### src/rtl/wb_macro_hub.sv
// wb_macro_hub: shares one Wishbone slave, the user IO bank and user IRQs among N_MACROS macros.
// Define HUB_TIMEOUT_EN to compile in the forwarded-access watchdog (0xDEAD_BEEF ack, ERR on timeout).
module wb_macro_hub #(
    parameter int N_MACROS = 4,
    parameter int IO_W     = 38,
    parameter int TIMEOUT  = 255
) (
    input  logic                     wb_clk_i,
    input  logic                     wb_rst_n_i,
    input  logic                     wbs_stb_i,
    input  logic                     wbs_cyc_i,
    input  logic                     wbs_we_i,
    input  logic [3:0]               wbs_sel_i,
    input  logic [31:0]              wbs_adr_i,
    input  logic [31:0]              wbs_dat_i,
    output logic                     wbs_ack_o,
    output logic [31:0]              wbs_dat_o,
    output logic [N_MACROS-1:0]      m_stb_o,
    output logic                     m_cyc_o,
    output logic                     m_we_o,
    output logic [3:0]               m_sel_o,
    output logic [31:0]              m_adr_o,
    output logic [31:0]              m_dat_o,
    input  logic [N_MACROS-1:0]      m_ack_i,
    input  logic [32*N_MACROS-1:0]   m_dat_i,
    input  logic [IO_W*N_MACROS-1:0] m_io_out_i,
    input  logic [IO_W*N_MACROS-1:0] m_io_oeb_i,
    output logic [IO_W-1:0]          io_out_o,
    output logic [IO_W-1:0]          io_oeb_o,
    output logic [N_MACROS-1:0]      m_active_o,
    input  logic [3*N_MACROS-1:0]    m_irq_i,
    output logic [2:0]               user_irq_o
);
    localparam logic [3:0] NM = 4'(N_MACROS);

    typedef enum logic [1:0] {IDLE, LOCAL, FWD, DONE} state_t;

    state_t              state;
    logic [3:0]          tgt;
    logic [4:0]          sel;
    logic [N_MACROS-1:0] irq_mask;
    logic [N_MACROS-1:0] irq_stat;
    logic                err;
    logic [3:0]          last_idx;
`ifdef HUB_TIMEOUT_EN
    logic [7:0]          cnt;
`else
    logic                unused_timeout;
    assign unused_timeout = |TIMEOUT;
`endif

    logic [3:0]          req_tgt;
    logic                req_local;
    logic                tgt_hub;
    logic                tgt_bad;
    logic                hub_wr;
    logic [1:0]          ra;
    logic [31:0]         hub_rd;
    logic                fwd_ack;
    logic [31:0]         fwd_dat;
    logic [N_MACROS-1:0] stat_clr;
    logic                sel_chg;

    always_comb begin
        req_tgt   = wbs_adr_i[19:16];
        req_local = req_tgt == 4'd0 || req_tgt > NM;
        tgt_hub   = tgt == 4'd0;
        tgt_bad   = tgt > NM;
        hub_wr    = state == LOCAL && tgt_hub && m_we_o;
        ra        = m_adr_o[3:2];
        hub_rd    = ra == 2'd0 ? {27'd0, sel} :
                    ra == 2'd1 ? 32'(irq_mask) :
                    ra == 2'd2 ? 32'(irq_stat) :
                                 {20'd0, last_idx, 7'd0, err};
        stat_clr  = (hub_wr && ra == 2'd2) ? m_dat_o[N_MACROS-1:0] : '0;
        sel_chg   = hub_wr && ra == 2'd0 && m_dat_o[4:0] != sel;
        fwd_ack   = |(m_ack_i & m_stb_o);
        fwd_dat   = '0;
        for (int k = 0; k < N_MACROS; k++)
            fwd_dat = fwd_dat | (m_stb_o[k] ? m_dat_i[32*k +: 32] : 32'd0);
    end

    always_ff @(posedge wb_clk_i or negedge wb_rst_n_i) begin
        if (!wb_rst_n_i) begin
            state     <= IDLE;
            wbs_ack_o <= 1'b0;
            wbs_dat_o <= '0;
            m_stb_o   <= '0;
            m_cyc_o   <= 1'b0;
            m_we_o    <= 1'b0;
            m_sel_o   <= '0;
            m_adr_o   <= '0;
            m_dat_o   <= '0;
            tgt       <= '0;
            sel       <= '0;
            irq_mask  <= '0;
            err       <= 1'b0;
            last_idx  <= '0;
`ifdef HUB_TIMEOUT_EN
            cnt       <= '0;
`endif
        end else begin
            case (state)
                IDLE: if (wbs_stb_i && wbs_cyc_i) begin
                    m_adr_o <= wbs_adr_i;
                    m_dat_o <= wbs_dat_i;
                    m_we_o  <= wbs_we_i;
                    m_sel_o <= wbs_sel_i;
                    tgt     <= req_tgt;
`ifdef HUB_TIMEOUT_EN
                    cnt     <= '0;
`endif
                    if (req_local) begin
                        state <= LOCAL;
                    end else begin
                        m_stb_o <= N_MACROS'(1) << (req_tgt - 4'd1);
                        m_cyc_o <= 1'b1;
                        state   <= FWD;
                    end
                end
                LOCAL: begin
                    wbs_ack_o <= 1'b1;
                    wbs_dat_o <= (tgt_hub && !m_we_o) ? hub_rd : 32'd0;
                    if (tgt_bad) err <= 1'b1;
                    if (hub_wr && ra == 2'd0) sel <= m_dat_o[4:0];
                    if (hub_wr && ra == 2'd1) irq_mask <= m_dat_o[N_MACROS-1:0];
                    if (hub_wr && ra == 2'd3 && m_dat_o[0]) err <= 1'b0;
                    state <= DONE;
                end
                FWD: if (fwd_ack) begin
                    wbs_ack_o <= 1'b1;
                    wbs_dat_o <= fwd_dat;
                    m_stb_o   <= '0;
                    m_cyc_o   <= 1'b0;
                    state     <= DONE;
`ifdef HUB_TIMEOUT_EN
                end else if (cnt == 8'(TIMEOUT)) begin
                    wbs_ack_o <= 1'b1;
                    wbs_dat_o <= 32'hDEAD_BEEF;
                    m_stb_o   <= '0;
                    m_cyc_o   <= 1'b0;
                    err       <= 1'b1;
                    last_idx  <= tgt;
                    state     <= DONE;
                end else begin
                    cnt <= cnt + 8'd1;
`endif
                end
                DONE: begin
                    wbs_ack_o <= 1'b0;
                    if (!wbs_stb_i) state <= IDLE;
                end
            endcase
        end
    end

    logic [1:0]          gap;
    logic [N_MACROS-1:0] nxt_act;
    logic [IO_W-1:0]     mux_out;
    logic [IO_W-1:0]     mux_oeb;

    always_comb begin
        nxt_act = '0;
        mux_out = '0;
        mux_oeb = '1;
        for (int k = 0; k < N_MACROS; k++) begin
            nxt_act[k] = sel[4] && sel[3:0] == 4'(k);
            mux_out    = mux_out | (nxt_act[k] ? m_io_out_i[IO_W*k +: IO_W] : '0);
            mux_oeb    = mux_oeb & (nxt_act[k] ? m_io_oeb_i[IO_W*k +: IO_W] : '1);
        end
    end

    // Owner changes tri-state the pads for two cycles before the new owner drives them.
    always_ff @(posedge wb_clk_i or negedge wb_rst_n_i) begin
        if (!wb_rst_n_i) begin
            gap        <= '0;
            io_out_o   <= '0;
            io_oeb_o   <= '1;
            m_active_o <= '0;
        end else begin
            gap        <= sel_chg ? 2'd2 : (gap != 2'd0 ? gap - 2'd1 : 2'd0);
            io_out_o   <= gap != 2'd0 ? '0 : mux_out;
            io_oeb_o   <= gap != 2'd0 ? '1 : mux_oeb;
            m_active_o <= gap != 2'd0 ? '0 : nxt_act;
        end
    end

    logic [N_MACROS-1:0] irq_any, irq_hi;
    logic [N_MACROS-1:0] s1, s2, s3, h1, h2;

    always_comb begin
        irq_any = '0;
        irq_hi  = '0;
        for (int k = 0; k < N_MACROS; k++) begin
            irq_any[k] = |m_irq_i[3*k +: 3];
            irq_hi[k]  = m_irq_i[3*k+2];
        end
    end

    // A new edge in the same cycle as a W1C keeps the status bit set.
    always_ff @(posedge wb_clk_i or negedge wb_rst_n_i) begin
        if (!wb_rst_n_i) begin
            s1       <= '0;
            s2       <= '0;
            s3       <= '0;
            h1       <= '0;
            h2       <= '0;
            irq_stat <= '0;
        end else begin
            s1       <= irq_any;
            s2       <= s1;
            s3       <= s2;
            h1       <= irq_hi;
            h2       <= h1;
            irq_stat <= (irq_stat & ~stat_clr) | (s2 & ~s3);
        end
    end

    assign user_irq_o = {|(h2 & m_active_o), err, |(irq_stat & irq_mask)};
endmodule
### config.mk
export PLATFORM = sky130hd
export DESIGN_NAME = wb_macro_hub
export DESIGN_NICKNAME = d
export VERILOG_FILES = /design/src/rtl/wb_macro_hub.sv
export SDC_FILE = /design/constraint.sdc
export NUM_CORES = 1
export LEC_CHECK = 0
export BUFFER_PORTS_ARGS = -buffer_cell sky130_fd_sc_hd__buf_4
export CAP_MARGIN = 5
export CORE_AREA = 2 2 273 275
export CTS_BUF_LIST = sky130_fd_sc_hd__clkbuf_16
export CTS_CLUSTER_DIAMETER = 50
export CTS_CLUSTER_SIZE = 30
export DETAILED_ROUTE_END_ITERATION = 8
export DIE_AREA = 0 0 275 277
export PLACE_DENSITY = 0.42
export SLEW_MARGIN = 20
export SYNTH_ARGS = -nofsm -noshare
export SYNTH_HDL_FRONTEND = slang
export SYNTH_SLANG_ARGS = --single-unit
### constraint.sdc
create_clock -name wb_clk_i -period 2.7 [get_ports wb_clk_i]
set_input_delay 0.405 -clock wb_clk_i [delete_from_list [all_inputs] [get_ports wb_clk_i]]
set_output_delay 0.405 -clock wb_clk_i [all_outputs]
set_load 0.005 [all_outputs]
Word-level counts from Yosys, hierarchy flattened
Index checks and enable logic that the tools add are counted.

Reductions and logical operators: 41. Shift-type cells: 1. Bitwise logic cells: 17. Mux-type cells: 41. $add $sub $neg: 2. Eq/ne operators: 14. Magnitude comparators: 2.

Operators by type and width (number): two-way mux 38 bit (10); two-way mux 32 bit (5); bitwise AND 38 bit (3); OR 38 bit (3); OR 32 bit (3); one-hot mux 32 bit (2 select lines) (1); two-way mux 12 bit (4); bitwise AND 4 bit (5); two-way mux 4 bit (5); logical AND 1 bit (14); zero test 4 bit (3); two-way mux 2 bit (6); AND reduction 2 bit (6); OR reduction 3 bit (4); OR reduction 4 bit (3); equality test 2 bit, second input constant (4); equality test 4 x 2 -> 1 bit, second input constant (2); > comparator 4 x 3 -> 1 bit, second input constant (2); != test 2 bit, second input constant (4); inverter 4 bit (2); one-hot mux 2 bit (4 select lines) (1); one-hot mux 4 bit (2 select lines) (1); nonzero test 2 bit (4); two-way mux 1 bit (6); other kinds (15) (17).

Word-level logic and storage cells: 141. Input port bits: 521. Flip-flop bits (word level): 229. Output and inout port bits: 190.

Depth between registers and ports, before layout
Word-level depth: 8. Mapped depth: 8. Mapped depth without buffers: 6.

Worst setup path before layout
No wires, ideal clock.

Path kind: flip-flop to flip-flop. From: register m_adr_o[17] (netlist name). To: register sel[0]. Library setup time: 125 ps. Cell stages (with the launch flop): 4. Path slack: 868 ps. Clock period less this slack: 1832 ps. Required time: 2575 ps. Arrival: 1707 ps. Buffers on the path: 0. Cells stage by stage: dfrtp_1 or4_4 nor4_4 mux2_2.

RTL lines: to (signal assigned) (RTL line 125) `if (hub_wr && ra == 2'd0) sel <= m_dat_o[4:0];`; to (decl) (RTL line 40) `logic [4:0] sel;`.

Final worst setup path
From: register sel[3]. To: register io_out_o[31].

Longest elaborated chain between the ends: 7. Elaborated cells on any way between the ends: 16. Those cells by class: 3 x eq/ne; 5 x mux; 3 x bitwise; 5 x reduce/logical.

RTL lines: equality test 4 x 1 -> 1 bit / zero test 4 bit (equally long branches) (RTL line 167) `nxt_act[k] = sel[4] && sel[3:0] == 4'(k);`; logical AND 1 bit (RTL line 167); two-way mux 38 bit (RTL line 168) `mux_out = mux_out | (nxt_act[k] ? m_io_out_i[IO_W*k +: IO_W] : '0);`; OR 38 bit (2 in series) (RTL line 168); OR 38 bit (*) (RTL line 168); two-way mux 38 bit (*) (RTL line 182) `io_out_o <= gap != 2'd0 ? '0 : mux_out;`; to (signal assigned) (RTL line 182); to (decl) (RTL line 28) `output logic [IO_W-1:0] io_out_o,`.

Mark *: on every way between the ends. The rest lies on a longest branch, timed or not. A chain may end at the register's enable or synchronous reset.

==> flow_metrics.env <==
export IMPL_hpwl_um=39000
export IMPL_r2r_start="sel[3]"
export IMPL_post_cts_resized=0
export IMPL_crit_chain="nor4b_2 -> and2_1 -> buf_12 -> a22oi_1 -> a21oi_1"
export IMPL_drive_gt1_frac=0.585
export IMPL_wl_um=49900
export IMPL_vdd_ir_drop_worst_mv=0.397
export IMPL_cp_start_kind="register"
export IMPL_start_util=0.136
export IMPL_whs_path_depth=2
export IMPL_seq_area_frac_synth=0.568
export IMPL_synth_area_per_cell_sq_um=11.6
export IMPL_max_slew_margin=0.496
export IMPL_gr_total_overflow=0
export IMPL_synth_warning_count=4
export IMPL_ys_seq_elements=225
export IMPL_slowest_delay_ns=0.60
export IMPL_p_comb_frac=0.303
export IMPL_antenna_found_initial=5
export IMPL_cp_slowest_cell="nor4b_2"
export IMPL_drt_iter0_drc=489
export IMPL_timing_rr_end="io_out_o[31]"
export IMPL_min_from="wbs_adr_i[8]"
export IMPL_post_drt_via_cell_ratio=4.02
export IMPL_reg2reg_slack_ns=0.65
export IMPL_die_h_um=277
export IMPL_ant_nets=0
export IMPL_finalHoldViolCount=0
export IMPL_syn_inst=862
export IMPL_rr_worst_depth=5
export IMPL_path_class="reg -> reg"
export IMPL_final_cell_mix="buf_4 (734), dfrtp_1 (187), a22oi_1 (92)"
export IMPL_p_seq_frac=0.333
export IMPL_hold_end="m_adr_o[8]"
export IMPL_synth_top_area_frac=0.468
export IMPL_fmax_mhz=487
export IMPL_power_internal_w=0.0105
export IMPL_ctsHtreeMaxLevel=2
export IMPL_fin_nets=2105
export IMPL_rsz0062_at_grt="no"
export IMPL_maxSlewViolCount=0
export IMPL_post_cts_buffers=0
export IMPL_grt_max_degree=56
export IMPL_grt_pass1_vias=11000
export IMPL_period_share=0.760
export IMPL_synth_edf_count=0
export IMPL_layout_commonest_cell="buf_4"
export IMPL_p_sw_w=0.00468
export IMPL_grt_use_total=0.124
export IMPL_drv_cap=0
export IMPL_dr_pass1_iters=6
export IMPL_placementRows=100
export IMPL_synth_area_leaders="dfrtp_1 (47%), dfstp_2 (10%), mux2_2 (8.7%), a22oi_1 (6.9%), o22ai_1 (4.8%)"
export IMPL_synth_top_area_cell="dfrtp_1"
export IMPL_tns_ns=0
export IMPL_cts_sinks=225
export IMPL_cts_clk_slew_worst_paths_ns=0.06
export IMPL_dieArea_sq_um=76200
export IMPL_hold_path_class="in -> reg"
export IMPL_clk_latency_ns=0.56
export IMPL_worstPathArrival_ns=2.52
export IMPL_place_congestion=0.884
export IMPL_power_frac_clock=0.364
export IMPL_final_util=0.246
export IMPL_cts_tree="built"
export IMPL_synthArstFlopShare=1.00
export IMPL_tightest_slew_ns=0.755
export IMPL_cp_end_kind="register"
export IMPL_switching_share=0.308
export IMPL_routedWlPerCell_um=19.3
export IMPL_power_density_nw_per_um2=837
export IMPL_critPathMaxFanout=38
export IMPL_cts_root_buf="clkbuf_16"
export IMPL_core_sq_um=73600
export IMPL_portBuffers=710
export IMPL_ys_types=44
export IMPL_ys_flop_type="dfrtp_1"
export IMPL_setup_viol=0
export IMPL_routed_via_count=10400
export IMPL_syn_area_sq_um=9990
export IMPL_outcome="completed"
export IMPL_floorplan_die_width_um=275
export IMPL_max_clock_path_buffers=3
export IMPL_areaGrowthSynthToFinish_pct=81.3
export IMPL_skew_ns=0.0253
export IMPL_p_leak_nw=8.31
export IMPL_cts_made_buffers=42
export IMPL_min_period_ns=2.05
export IMPL_drc=0
export IMPL_synthesis_nets=1389
export IMPL_crit_required_ns=3.17
export IMPL_io_pins=711
export IMPL_grt_pass1_wl_um=70500
==> power groups by stage <==
stage / Clock, W / Combinational (W) / Sequential, W
after floorplan: 0 / 0.00181 / 0.00495
after global placement: 0 / 0.00470 / 0.00509
after detailed placement: 0 / 0.00472 / 0.00511
after CTS: 0.00576 / 0.00473 / 0.00508
after global routing: 0.00590 / 0.00501 / 0.00520
final: 0.00552 / 0.00460 / 0.00505
==> registers in the layout (all words and copies together) (netlist names), 2 cells and up <==
name,cells
m_active_o,4
m_stb_o,4
sel,5
h1,4
m_dat_o,32
m_adr_o,32
irq_stat,4
state,2
wbs_dat_o,32
irq_mask,4
gap,2
s3,4
m_sel_o,4
io_oeb_o,38
s1,4
io_out_o,38
h2,4
s2,4
==> kinds of logic after synthesis <==
kind of cell,Yosys count,synth area share
compound gates,364,0.242
xor+xnor,8,0.00701
fa+ha+maj,6,0.00751
buf+inv,85,0.0352
flops,225,0.568
mux,83,0.0940
simple gates,91,0.0463
==> layer usage <==
| metal | wire (um) | global-route usage | vias to the layer above |
|---|---|---|---|
| met3 | 4450 | 0.0390 | 101 |
| met5 | 40 | 0 | - |
| met2 | 25200 | 0.220 | 526 |
| met1 | 18600 | 0.138 | 4997 |
| li1 | - | - | 4759 |
| met4 | 1700 | 0.0452 | 6 |
==> what timing repair did <==
action,4_1_cts,5_1_grt
endpoints found under the hold margin,53,0
endpoints found under the setup margin,0,0
hold buffers,5,0
==> cell type report <==
class                      instances  area (sq um)
antenna                            3          7.51
clock buffer                      42          1050
clock inverter                    35           415
fill                            7943         55400
inverter                          10          37.5
multi-input combinational        552          4010
sequential                       225          5680
tap                              969          1210
timing repair buffer             747          5720
==> critical path, delay by kind of cell, from the launching register on <==
| kind | cells | cell delay (ns) |
|---|---|---|
| buffers and inverters | 1 | 0.21 |
| flip-flops | 1 | 0.44 |
| AND/OR/NAND/NOR | 2 | 0.87 |
| AO/OA/AOI/OAI | 2 | 0.39 |
==> metrics by stage <==
stage / setup slack, ns / total power (W) / cells / hold WS, ns / instance area, sq um
after global routing: 0.521 / 0.0161 / 2580 / 0.0229 / 18100
after global placement: 0.636 / 0.00979 / 2498 / 0.334 / 16600
after detailed placement: 0.626 / 0.00983 / 2498 / 0.338 / 16600
after CTS: 0.570 / 0.0156 / 2580 / 0.0125 / 18100
after floorplan: 0.868 / 0.00676 / 862 / 0.109 / 9990
final: 0.647 / 0.0152 / 2583 / 0.0679 / 18100
==> Yosys cell counts (all sizes together), types with 2 or more instances <==
library cell and n:
inv 10, xnor2 5, mux2i 5, a21o 2, o22ai 76, nor3b 2
clkbuf 52, mux2 77, nor2b 3, o21ai 73, nor2 11, and2 2
nand2b 4, o2bb2ai 7, nand2 50, a22oi 92, a31oi 2, a221oi 28
nor3 2, xor2 3, ha 6, nand3 4, a21oi 49, or3 4
a22o 31, nor4 3, buf 23, dfrtp 187, dfstp 38
==> how the worst max path moves through the flow <==
stage	startpoint	endpoint	slack (ns)	cells past startpoint
6_report	sel[3]	io_out_o[31]	0.65	5
5_1_grt	sel[4]	io_out_o[6]	0.52	5
4_1_cts	sel[4]	io_out_o[31]	0.57	5
3_5_place_dp	sel[4]	io_out_o[31]	0.63	5
3_3_place_gp	sel[4]	io_out_o[31]	0.64	5
2_1_floorplan	m_adr_o[17]	sel[0]	0.87	3
Power figures use the tool's default switching activity.
